`config.mk`:
```
export PLATFORM = sky130hd
export DESIGN_NAME = alu_mdu_flat
export DESIGN_NICKNAME = d
export VERILOG_FILES = /design/src/rtl/alu_pkg.sv /design/src/rtl/alu_mdu_if.sv /design/src/rtl/div_iter.sv /design/src/rtl/alu_mdu.sv /design/src/flat_wrapper.sv
export SDC_FILE = /design/constraint.sdc
export NUM_CORES = 2
export LEC_CHECK = 0
export BUFFER_PORTS_ARGS = -buffer_cell sky130_fd_sc_hd__buf_4
export CAP_MARGIN = 10
export CORE_UTILIZATION = 55
export DETAILED_ROUTE_END_ITERATION = 10
export MAX_ROUTING_LAYER = met4
export PLACE_DENSITY = 0.78
export SYNTH_ARGS = -nofsm -noshare
export SYNTH_HDL_FRONTEND = slang
export SYNTH_SLANG_ARGS = --single-unit
export TNS_END_PERCENT = 10
```
`constraint.sdc`:
```
create_clock -name clk -period 15.9 [get_ports clk]
set_input_delay 0.795 -clock clk [delete_from_list [all_inputs] [get_ports clk]]
set_output_delay 0.795 -clock clk [all_outputs]
set_load 0.02 [all_outputs]
```
`src/rtl/alu_pkg.sv`:
```
// Shared types and op-decode helpers for the alu_mdu execute unit.
package alu_pkg;

  typedef enum logic [4:0] {
    OP_ADD    = 5'h00,
    OP_SUB    = 5'h01,
    OP_AND    = 5'h02,
    OP_OR     = 5'h03,
    OP_XOR    = 5'h04,
    OP_SLL    = 5'h05,
    OP_SRL    = 5'h06,
    OP_SRA    = 5'h07,
    OP_SLTU   = 5'h08,
    OP_SLT    = 5'h09,
    OP_MUL    = 5'h10,
    OP_MULH   = 5'h11,
    OP_MULHSU = 5'h12,
    OP_MULHU  = 5'h13,
    OP_DIV    = 5'h14,
    OP_DIVU   = 5'h15,
    OP_REM    = 5'h16,
    OP_REMU   = 5'h17
  } op_e;

  typedef enum logic [2:0] {
    IDLE,
    ALU,
    MUL,
    DIV,
    DONE
  } state_e;

  function automatic logic is_legal(logic [4:0] op);
    return op[4] ? (op[3] == 1'b0) : (op <= 5'h09);
  endfunction

  function automatic logic is_mext(logic [4:0] op);
    return is_legal(op) && op[4];
  endfunction

  function automatic logic is_div(logic [4:0] op);
    return is_legal(op) && op[4] && op[2];
  endfunction

endpackage

```
`src/rtl/alu_mdu_if.sv`:
```
// Request/response handshake bundle between operand select and writeback.
interface alu_mdu_if #(
  parameter int DATA_WIDTH    = 32,
  parameter int OP_CODE_WIDTH = 5,
  parameter int TAG_WIDTH     = 5
);
  logic                     in_valid;
  logic                     in_ready;
  logic [OP_CODE_WIDTH-1:0] in_op;
  logic [DATA_WIDTH-1:0]    in_a;
  logic [DATA_WIDTH-1:0]    in_b;
  logic [TAG_WIDTH-1:0]     in_tag;
  logic                     out_valid;
  logic                     out_ready;
  logic [DATA_WIDTH-1:0]    out_result;
  logic [TAG_WIDTH-1:0]     out_tag;
  logic                     out_illegal;

  modport master (
    output in_valid, in_op, in_a, in_b, in_tag, out_ready,
    input  in_ready, out_valid, out_result, out_tag, out_illegal
  );

  modport slave (
    input  in_valid, in_op, in_a, in_b, in_tag, out_ready,
    output in_ready, out_valid, out_result, out_tag, out_illegal
  );
endinterface

```
`src/rtl/div_iter.sv`:
```
// Radix-2 restoring unsigned divider: one quotient bit per cycle after start.
module div_iter #(
  parameter int WIDTH = 32
) (
  input  logic             clk,
  input  logic             rst,
  input  logic             start,
  input  logic [WIDTH-1:0] dividend,
  input  logic [WIDTH-1:0] divisor,
  output logic             busy,
  output logic             done,
  output logic [WIDTH-1:0] quotient,
  output logic [WIDTH-1:0] remainder
);
  localparam int CW = $clog2(WIDTH + 1);

  logic [WIDTH-1:0] rem_q, rem_d, quo_q, quo_d, dvs_q, dvs_d;
  logic [CW-1:0]    cnt_q, cnt_d;
  logic             busy_q, busy_d, done_q, done_d;
  logic [WIDTH:0]   partial, diff;

  // Shift the next dividend bit into the partial remainder, keep the difference if non-negative.
  always_comb begin
    partial = {rem_q, quo_q[WIDTH-1]};
    diff    = partial - {1'b0, dvs_q};
    rem_d   = rem_q;
    quo_d   = quo_q;
    dvs_d   = dvs_q;
    cnt_d   = cnt_q;
    busy_d  = busy_q;
    done_d  = 1'b0;
    if (start && !busy_q) begin
      rem_d  = '0;
      quo_d  = dividend;
      dvs_d  = divisor;
      cnt_d  = CW'(WIDTH);
      busy_d = 1'b1;
    end else if (busy_q) begin
      rem_d = diff[WIDTH] ? partial[WIDTH-1:0] : diff[WIDTH-1:0];
      quo_d = {quo_q[WIDTH-2:0], ~diff[WIDTH]};
      cnt_d = cnt_q - CW'(1);
      if (cnt_q == CW'(1)) begin
        busy_d = 1'b0;
        done_d = 1'b1;
      end
    end
  end

  always_ff @(posedge clk) begin
    if (rst) begin
      rem_q  <= '0;
      quo_q  <= '0;
      dvs_q  <= '0;
      cnt_q  <= '0;
      busy_q <= 1'b0;
      done_q <= 1'b0;
    end else begin
      rem_q  <= rem_d;
      quo_q  <= quo_d;
      dvs_q  <= dvs_d;
      cnt_q  <= cnt_d;
      busy_q <= busy_d;
      done_q <= done_d;
    end
  end

  assign busy      = busy_q;
  assign done      = done_q;
  assign quotient  = quo_q;
  assign remainder = rem_q;
endmodule

```
`src/rtl/alu_mdu.sv`:
```
// Integer execute unit: base ALU ops plus RV32M multiply/divide, one op in flight.
module alu_mdu
  import alu_pkg::*;
#(
  parameter int DATA_WIDTH    = 32,
  parameter int OP_CODE_WIDTH = 5,
  parameter int TAG_WIDTH     = 5,
  parameter int MUL_STAGES    = 2
) (
  input  logic       clk,
  input  logic       rst,
  alu_mdu_if.slave   bus
);
  localparam int W     = DATA_WIDTH;
  localparam int SH_W  = $clog2(W);
  localparam int CNT_W = $clog2(MUL_STAGES + 1) + 1;
  localparam logic [W-1:0] MIN_VAL = {1'b1, {(W-1){1'b0}}};

  state_e                   state_q, state_d;
  logic [OP_CODE_WIDTH-1:0] op_q, op_d;
  logic [W-1:0]             a_q, a_d, b_q, b_d, result_q, result_d;
  logic [TAG_WIDTH-1:0]     tag_q, tag_d;
  logic                     illegal_q, illegal_d;
  logic [CNT_W-1:0]         cnt_q, cnt_d;

  logic [4:0]   op5;
  logic [W-1:0] alu_res, mul_res, div_res;

  function automatic logic op_legal(logic [OP_CODE_WIDTH-1:0] op);
    return ((op >> 5) == '0) && is_legal(op[4:0]);
  endfunction

  // Divide-by-zero and signed overflow have fixed answers and skip the iterative path.
  function automatic logic div_special(logic sgn, logic [W-1:0] a, logic [W-1:0] b);
    return (b == '0) || (sgn && (a == MIN_VAL) && (b == '1));
  endfunction

  assign op5 = op_q[4:0];

  always_comb begin
    alu_res = '0;
    case (op_e'(op5))
      OP_ADD:  alu_res = a_q + b_q;
      OP_SUB:  alu_res = a_q - b_q;
      OP_AND:  alu_res = a_q & b_q;
      OP_OR:   alu_res = a_q | b_q;
      OP_XOR:  alu_res = a_q ^ b_q;
      OP_SLL:  alu_res = a_q << b_q[SH_W-1:0];
      OP_SRL:  alu_res = a_q >> b_q[SH_W-1:0];
      OP_SRA:  alu_res = $unsigned($signed(a_q) >>> b_q[SH_W-1:0]);
      OP_SLTU: alu_res = {{(W-1){1'b0}}, (a_q < b_q)};
      OP_SLT:  alu_res = {{(W-1){1'b0}}, ($signed(a_q) < $signed(b_q))};
      OP_DIV, OP_DIVU: alu_res = (b_q == '0) ? '1 : MIN_VAL;
      OP_REM, OP_REMU: alu_res = (b_q == '0) ? a_q : '0;
      default: alu_res = '0;
    endcase
  end

  // Operands are sign- or zero-extended per op, then multiplied as 2W-bit values.
  logic           a_msext, b_msext;
  logic [2*W-1:0] mul_a, mul_b, mul_prod, prod_last;

  assign a_msext  = (op5[1:0] != 2'b11) && a_q[W-1];
  assign b_msext  = !op5[1] && b_q[W-1];
  assign mul_a    = {{W{a_msext}}, a_q};
  assign mul_b    = {{W{b_msext}}, b_q};
  assign mul_prod = mul_a * mul_b;

  generate
    if (MUL_STAGES > 1) begin : g_mul_pipe
      logic [2*W-1:0] pipe_q [MUL_STAGES-1];
      logic [2*W-1:0] pipe_d [MUL_STAGES-1];
      always_comb begin
        pipe_d[0] = mul_prod;
        for (int i = 1; i < MUL_STAGES - 1; i++) pipe_d[i] = pipe_q[i-1];
      end
      always_ff @(posedge clk) begin
        for (int i = 0; i < MUL_STAGES - 1; i++) pipe_q[i] <= pipe_d[i];
      end
      assign prod_last = pipe_q[MUL_STAGES-2];
    end else begin : g_mul_comb
      assign prod_last = mul_prod;
    end
  endgenerate

  assign mul_res = (op5[1:0] == 2'b00) ? prod_last[W-1:0] : prod_last[2*W-1:W];

  logic         a_neg, b_neg, div_start, div_busy, div_done;
  logic [W-1:0] div_dividend, div_divisor, div_quo, div_rem, quo_fix, rem_fix;

  assign a_neg        = !op5[0] && a_q[W-1];
  assign b_neg        = !op5[0] && b_q[W-1];
  assign div_dividend = a_neg ? -a_q : a_q;
  assign div_divisor  = b_neg ? -b_q : b_q;
  assign div_start    = (state_q == DIV) && (cnt_q == '0) && !div_busy;
  assign quo_fix      = (a_neg ^ b_neg) ? -div_quo : div_quo;
  assign rem_fix      = a_neg ? -div_rem : div_rem;
  assign div_res      = op5[1] ? rem_fix : quo_fix;

  div_iter #(.WIDTH(W)) u_div (
    .clk       (clk),
    .rst       (rst),
    .start     (div_start),
    .dividend  (div_dividend),
    .divisor   (div_divisor),
    .busy      (div_busy),
    .done      (div_done),
    .quotient  (div_quo),
    .remainder (div_rem)
  );

  always_comb begin
    state_d   = state_q;
    op_d      = op_q;
    a_d       = a_q;
    b_d       = b_q;
    tag_d     = tag_q;
    result_d  = result_q;
    illegal_d = illegal_q;
    cnt_d     = cnt_q;
    case (state_q)
      IDLE: begin
        if (bus.in_valid) begin
          op_d  = bus.in_op;
          a_d   = bus.in_a;
          b_d   = bus.in_b;
          tag_d = bus.in_tag;
          cnt_d = '0;
          if (!op_legal(bus.in_op) || !is_mext(bus.in_op[4:0]))
            state_d = ALU;
          else if (!is_div(bus.in_op[4:0]))
            state_d = MUL;
          else if (div_special(!bus.in_op[0], bus.in_a, bus.in_b))
            state_d = ALU;
          else
            state_d = DIV;
        end
      end
      ALU: begin
        result_d  = alu_res;
        illegal_d = !op_legal(op_q);
        state_d   = DONE;
      end
      MUL: begin
        cnt_d = cnt_q + CNT_W'(1);
        if (cnt_q == CNT_W'(MUL_STAGES - 1)) begin
          result_d  = mul_res;
          illegal_d = 1'b0;
          state_d   = DONE;
        end
      end
      DIV: begin
        if (cnt_q == '0) cnt_d = CNT_W'(1);
        if (div_done) begin
          result_d  = div_res;
          illegal_d = 1'b0;
          state_d   = DONE;
        end
      end
      DONE: begin
        if (bus.out_ready) state_d = IDLE;
      end
      default: state_d = IDLE;
    endcase
  end

  always_ff @(posedge clk) begin
    if (rst) begin
      state_q   <= IDLE;
      op_q      <= '0;
      a_q       <= '0;
      b_q       <= '0;
      tag_q     <= '0;
      result_q  <= '0;
      illegal_q <= 1'b0;
      cnt_q     <= '0;
    end else begin
      state_q   <= state_d;
      op_q      <= op_d;
      a_q       <= a_d;
      b_q       <= b_d;
      tag_q     <= tag_d;
      result_q  <= result_d;
      illegal_q <= illegal_d;
      cnt_q     <= cnt_d;
    end
  end

  assign bus.in_ready    = (state_q == IDLE);
  assign bus.out_valid   = (state_q == DONE);
  assign bus.out_result  = result_q;
  assign bus.out_tag     = tag_q;
  assign bus.out_illegal = illegal_q;
endmodule

```
`src/flat_wrapper.sv`:
```
// flat-port wrapper written by rule: the top's interface ports become plain ports
module alu_mdu_flat import alu_pkg::*;
#(
  parameter int DATA_WIDTH    = 32,
  parameter int OP_CODE_WIDTH = 5,
  parameter int TAG_WIDTH     = 5,
  parameter int MUL_STAGES    = 2
)
  (clk, rst, bus_in_valid, bus_in_op, bus_in_a, bus_in_b, bus_in_tag, bus_out_ready, bus_in_ready, bus_out_valid, bus_out_result, bus_out_tag, bus_out_illegal);
  alu_mdu_if #(.DATA_WIDTH(DATA_WIDTH), .OP_CODE_WIDTH(OP_CODE_WIDTH), .TAG_WIDTH(TAG_WIDTH)) bus_i ();
  input  logic clk;
  input  logic rst;
  input wire logic [$bits(bus_i.in_valid)-1:0] bus_in_valid;
  input wire logic [$bits(bus_i.in_op)-1:0] bus_in_op;
  input wire logic [$bits(bus_i.in_a)-1:0] bus_in_a;
  input wire logic [$bits(bus_i.in_b)-1:0] bus_in_b;
  input wire logic [$bits(bus_i.in_tag)-1:0] bus_in_tag;
  input wire logic [$bits(bus_i.out_ready)-1:0] bus_out_ready;
  output wire logic [$bits(bus_i.in_ready)-1:0] bus_in_ready;
  output wire logic [$bits(bus_i.out_valid)-1:0] bus_out_valid;
  output wire logic [$bits(bus_i.out_result)-1:0] bus_out_result;
  output wire logic [$bits(bus_i.out_tag)-1:0] bus_out_tag;
  output wire logic [$bits(bus_i.out_illegal)-1:0] bus_out_illegal;
  assign bus_i.in_valid = bus_in_valid;
  assign bus_i.in_op = bus_in_op;
  assign bus_i.in_a = bus_in_a;
  assign bus_i.in_b = bus_in_b;
  assign bus_i.in_tag = bus_in_tag;
  assign bus_i.out_ready = bus_out_ready;
  assign bus_in_ready = bus_i.in_ready;
  assign bus_out_valid = bus_i.out_valid;
  assign bus_out_result = bus_i.out_result;
  assign bus_out_tag = bus_i.out_tag;
  assign bus_out_illegal = bus_i.out_illegal;
  alu_mdu #(.DATA_WIDTH(DATA_WIDTH), .OP_CODE_WIDTH(OP_CODE_WIDTH), .TAG_WIDTH(TAG_WIDTH), .MUL_STAGES(MUL_STAGES)) u_core (.clk(clk), .rst(rst), .bus(bus_i));
endmodule
```
# After elaboration in Yosys (flattened, before gate mapping)

Memory sizes are Yosys's and may differ from the RTL's.
Cells that the tools add are included.

Bits in registers: 217
RAM bits: 64
Input port bits: 78
Output and inout port bits: 40
Logic and storage cells: 142
Memories kept: 1

Memories:

| memory                   | words | bits a word | read ports | clocked after Yosys merged registers in | wr ports | RTL line      | source |
|---|---|---|---|---|---|---|---|
| u_core.g_mul_pipe.pipe_q | 1     | 64          | 1          | 0                                       | 1        | alu_mdu.sv:71 | `logic [2*W-1:0] pipe_q [MUL_STAGES-1];` |

Add/subtract/negate cells: 9
Multipliers: 1
$lt $le $gt $ge: 4
Equality and inequality tests: 27
Shift operators: 3
Mux-type cells: 37
Bitwise operators: 8
Reductions and logical operators: 37

Operator list:

| operator                                                         | number |
|---|---|
| 32-bit two-way mux                                               | 12 |
| 32-bit case mux with 12 select lines                             | 1 |
| 32-bit negation                                                  | 4 |
| 32-bit case mux with 3 select lines                              | 1 |
| 32-bit == test (second input constant)                           | 2 |
| 32-bit logical NOT                                               | 2 |
| 32-bit less-than comparator                                      | 2 |
| 33-bit by 33-bit multiplier with 64-bit output                   | 1 |
| 33-bit by 32-bit subtractor with 33-bit output                   | 1 |
| 32-bit adder                                                     | 1 |
| 32-bit AND                                                       | 1 |
| 32-bit bitwise OR                                                | 1 |
| 32-bit by 5-bit left shift with 32-bit output                    | 1 |
| 32-bit by 5-bit >> shifter with 32-bit output                    | 1 |
| 32-bit by 5-bit >>> shifter with 32-bit output                   | 1 |
| 32-bit subtractor                                                | 1 |
| 32-bit XOR                                                       | 1 |
| 31-bit two-way mux                                               | 1 |
| 3-bit two-way mux                                                | 8 |
| 5-bit by 3-bit == test with 1-bit output (second input constant) | 4 |
| 5-bit == test (second input constant)                            | 4 |
| 3-bit case mux with 5 select lines                               | 1 |
| 6-bit two-way mux                                                | 2 |
| 1-bit logical AND                                                | 11 |
| other kinds (30)                                                 | 61 |

# Longest topological paths before layout

Word-level depth: 9
Depth in mapped cells: 36
Mapped depth without buffers: 29

# Cells and area by module

A second synthesis with hierarchy kept.

Cell total of the unflattened synthesis: 7394
Area total of the unflattened synthesis: 61054.8 µm²

Modules (own cells, without submodules):

| module   | instances | cells an instance | area each (µm²) | sequential area each (µm²) |
|---|---|---|---|---|
| alu_mdu  | 1         | 6598              | 54858.9         | 3543.4 |
| div_iter | 1         | 796               | 6195.9          | 2082.0 |

# Worst setup path before layout

No wires, ideal clock.

Path kind: reg2reg
Start point: register u_core.b_q[2]
End point: memory u_core.g_mul_pipe.pipe_q[0][61] (netlist bit)
Setup time: 119 ps
Arrival: 8604 ps
Required time: 15781 ps
Setup slack: 7177 ps
Cell stages (with the launch flop): 35
Buffers on the path: 7
Clock period less this slack: 8723 ps
Path through: dfxtp_1 buf_2 clkinv_1 buf_2 buf_2 buf_1 clkbuf_1 clkbuf_1 nor2_1 fa_1 inv_1 fa_1 inv_1 fa_1 inv_1 fa_1 inv_1 fa_1 fa_1 fa_1 inv_1 fa_1 inv_1 ha_1 clkbuf_1 nand2_1 o21ai_0 a2111oi_0 o31a_2 nor4_2 a22oi_1 a221o_1 o311ai_0 a21oi_1 xnor2_1

RTL lines:

| what                   | RTL line       | source |
|---|---|---|
| start, declared        | alu_mdu.sv:21  | `logic [W-1:0] a_q, a_d, b_q, b_d, result_q, result_d;` |
| start signal, assigned | alu_mdu.sv:172 | `b_q <= '0;` |
| start signal, assigned | alu_mdu.sv:181 | `b_q <= b_d;` |
| end, declared          | alu_mdu.sv:71  |  |

==> flow_metrics.tcl <==
set metrics [dict create \
    status "completed" \
    cp.arrival_ns 10.68 \
    crit_type "flip-flop to flip-flop" \
    rsz0062_at_grt "false" \
    drive_gt1_share_pct 7.17 \
    die_width_um 335 \
    slowest_delay_ns 0.94 \
    synth_nets 8925 \
    crit_family "adder cells" \
    setup_viol 0 \
    synthArstFlopShare_pct 0 \
    ff2ff_path_depth 28 \
    place_ws_ns 5.86 \
    initial_core_util_pct 55.8 \
    switchingPower_uw 2600 \
    finClkSkew_ns 0.0198 \
    grt_pass1_wl_um 379000 \
    syn_inst 7369 \
    clk_latency_ns 0.60 \
    slowest_stage "inv_1" \
    end_kind "flip-flop" \
    use_met3_pct 19.3 \
    synth.ff_latch_count 281 \
    worst_pin_slew_ns 1.37 \
    cts_hold_buf 0 \
    cts_setup_buffers 0 \
    timing.fmax_ghz 0.0985 \
    setup_slack_ns 5.74 \
    final_cell_mix "inv_1, fa_1, nand2_1" \
    leakage_uw 0.0294 \
    hold_end "u_core.bus.out_tag[2]" \
    path_max_fanout 27 \
    place_congestion 1.11 \
    cts_buffers 36 \
    vias_per_cell 6.45 \
    synth_edf_count 0 \
    coreArea_mm2 0.109 \
    p_seq_share_pct 19.5 \
    portBuffers 117 \
    synth_ff_type "dfxtp_1" \
    die_y_um 335 \
    yosys.area.top_type "fa_1" \
    clockRootBuffer "clkbuf_16" \
    fin_nets 8770 \
    wirelength_um 260000 \
    ant_nets 0 \
    peakVddDrop_mv 0.126 \
    switching_share_pct 52.4 \
    final_max_slew_viol_count 0 \
    hold_path.startpoint "bus_in_tag[2]" \
    synth_cell_types 112 \
    dr.pass1.iters 7 \
    grt_max_degree 101 \
    grt_use_met1_pct 58.1 \
    wl_per_cell_um 29.8 \
    finalHoldViolCount 0 \
    core.rowCount 121 \
    cts-resized-gates 0 \
    synthTopCellsByArea "fa_1, dfxtp_1, inv_1" \
    busiest_layer "met2" \
    r2r_start "u_core.b_q[0]" \
    final_area_mm2 0.0645 \
    place_area_mm2 0.0632 \
    num_io_pins 118 \
    cts_tree "yes" \
    syn2layout_area_growth_pct 5.73 \
    hpwlAfterDp_um 194000 \
    yosysSeqAreaShare_pct 9.23 \
    power.share.clock_pct 18.2 \
    period_share_pct 63.9 \
    min_path_cells 3 \
    grt_pass1_vias 57200 \
    r2r_slack_ns 5.74 \
    worst_r2r_endpoint "u_core.g_mul_pipe.pipe_q[0][58]" \
    tns_ns 0 \
    grt.met2_usage_pct 66.3 \
    grt.overflow.total 0 \
    clock_sinks 281 \
    yosysWarnings 0 \
    clk_pin_slew_ns 0.07 \
    syn_area_mm2 0.0610 \
    antenna_found_initial 16 \
    max_cap_viol_count 0 \
    layout_commonest_cell "inv_1" \
    start_kind "flip-flop" \
    avgSynthCellArea_um2 8.27 \
    relSlewSlack_pct 8.46 \
    post-route-util_pct 59.0 \
    intPower_uw 2370 \
    drt-initial-drc-count 7171 \
    critPathBufInv 8 \
    worstPathRequired_ns 16.43 \
    grt_util_all_layers_pct 48.0 \
    yosysTopAreaCellShare_pct 37.0 \
    cts_buffer_depth 3 \
    period_minus_slack_ns 10.16 \
    via_count 56300 \
    htreeDepth 2 \
    p_comb_share_pct 62.3 \
    min_path_type "input port to flip-flop" \
    die_area_mm2 0.112 \
    drc 0 \
    cellPowerDensity_mw_per_mm2 77.0 \
]
power groups by stage:
stage	Combinational, uW	Clock, uW	Sequential [uW]
after floorplan	1970	0	870
after global placement	2930	0	958
after detailed placement	2960	0	958
after CTS	2970	903	943
after global routing	3290	929	956
final	3090	903	968
how the worst max path moves through the flow:
stage,start,to,slack [ns],cells after the start
2_1_floorplan,u_core.b_q[2],u_core.g_mul_pipe.pipe_q[0][61],7.18,34
3_3_place_gp,u_core.b_q[0],u_core.g_mul_pipe.pipe_q[0][58],5.89,28
3_5_place_dp,u_core.b_q[0],u_core.g_mul_pipe.pipe_q[0][58],5.86,28
4_1_cts,u_core.b_q[0],u_core.g_mul_pipe.pipe_q[0][58],5.82,28
5_1_grt,u_core.b_q[0],u_core.g_mul_pipe.pipe_q[0][58],5.47,28
6_report,u_core.b_q[0],u_core.g_mul_pipe.pipe_q[0][58],5.74,28
routing by layer:
layer	vias up	share of wire [%]
li1	23000	-
met1	27800	36
met2	4445	41
met3	1058	16
met4	0	7.7
met5	-	0
per-stage QoR:
step / total power (uW) / cells / hold WS (ns)
floorplan: 2840 / 7369 / 0.432
global placement: 3880 / 8651 / 0.442
detailed placement: 3910 / 8651 / 0.446
CTS: 4810 / 8717 / 0.425
global route: 5180 / 8729 / 0.438
finish: 4960 / 8730 / 0.439
Yosys cell counts (27+ instances only):
cell type,count
a211oi_1,86
a21o_1,65
a21oi_1,403
a221oi_1,27
a31oi_1,65
buf_1,106
buf_2,27
clkbuf_1,342
dfxtp_1,281
fa_1,1128
ha_1,350
inv_1,1313
mux2i_1,75
mux4_2,66
nand2_1,1015
nand2b_1,41
nand3_1,63
nand4_1,40
nor2_1,758
nor2b_1,27
nor3_1,90
nor4_1,44
o211ai_1,33
o21ai_0,218
o22ai_1,28
or3_1,28
xnor2_1,169
xor2_1,59
area by class of cell:
type / instances / area [um^2]
fillers: 9784 / 44900
repair buffers: 291 / 2190
inverters: 1338 / 5020
clock inverters: 21 / 251
diodes: 12 / 30.0
flip-flops and latches: 281 / 5650
multi-input cells: 5266 / 48500
clock buffers: 45 / 985
well taps: 1476 / 1850
tightest hold or removal path, delay by kind of cell:
kind	cells	cell delay (ns)
compound gates	1	0.05
buf+inv	1	0.11
simple gates	1	0.05
kinds of logic (layout without fill, tap and decap cells):
logic type | Yosys count | count (layout) | share of synthesized area [%]
buffers and inverters | 1822 | 1695 | 11.3
XOR/XNOR | 229 | 229 | 3.32
flip-flops | 281 | 281 | 9.23
AO/OA/AOI/OAI | 1206 | 1206 | 12.8
AND/OR/NAND/NOR | 2205 | 2205 | 15.3
adder cells (fa/ha/maj) | 1478 | 1478 | 44.2
multiplexers | 148 | 148 | 3.80
other | 0 | 12 | 0
flip-flops by register name (all words and copies together) (netlist names):
| register | count |
|---|---|
| u_core.u_div.remainder | 32 |
| u_core.u_div.busy | 1 |
| u_core.g_mul_pipe.pipe_q | 64 |
| u_core.bus.out_tag | 5 |
| u_core.bus.out_illegal | 1 |
| u_core.u_div.cnt_q | 6 |
| u_core.bus.out_result | 32 |
| u_core.u_div.quotient | 32 |
| u_core.u_div.done | 1 |
| u_core.cnt_q | 3 |
| u_core.a_q | 32 |
| u_core.state_q | 3 |
| u_core.b_q | 32 |
| u_core.u_div.dvs_q | 32 |
| u_core.op5 | 5 |
Note: power is estimated with default switching activity, not from simulation.
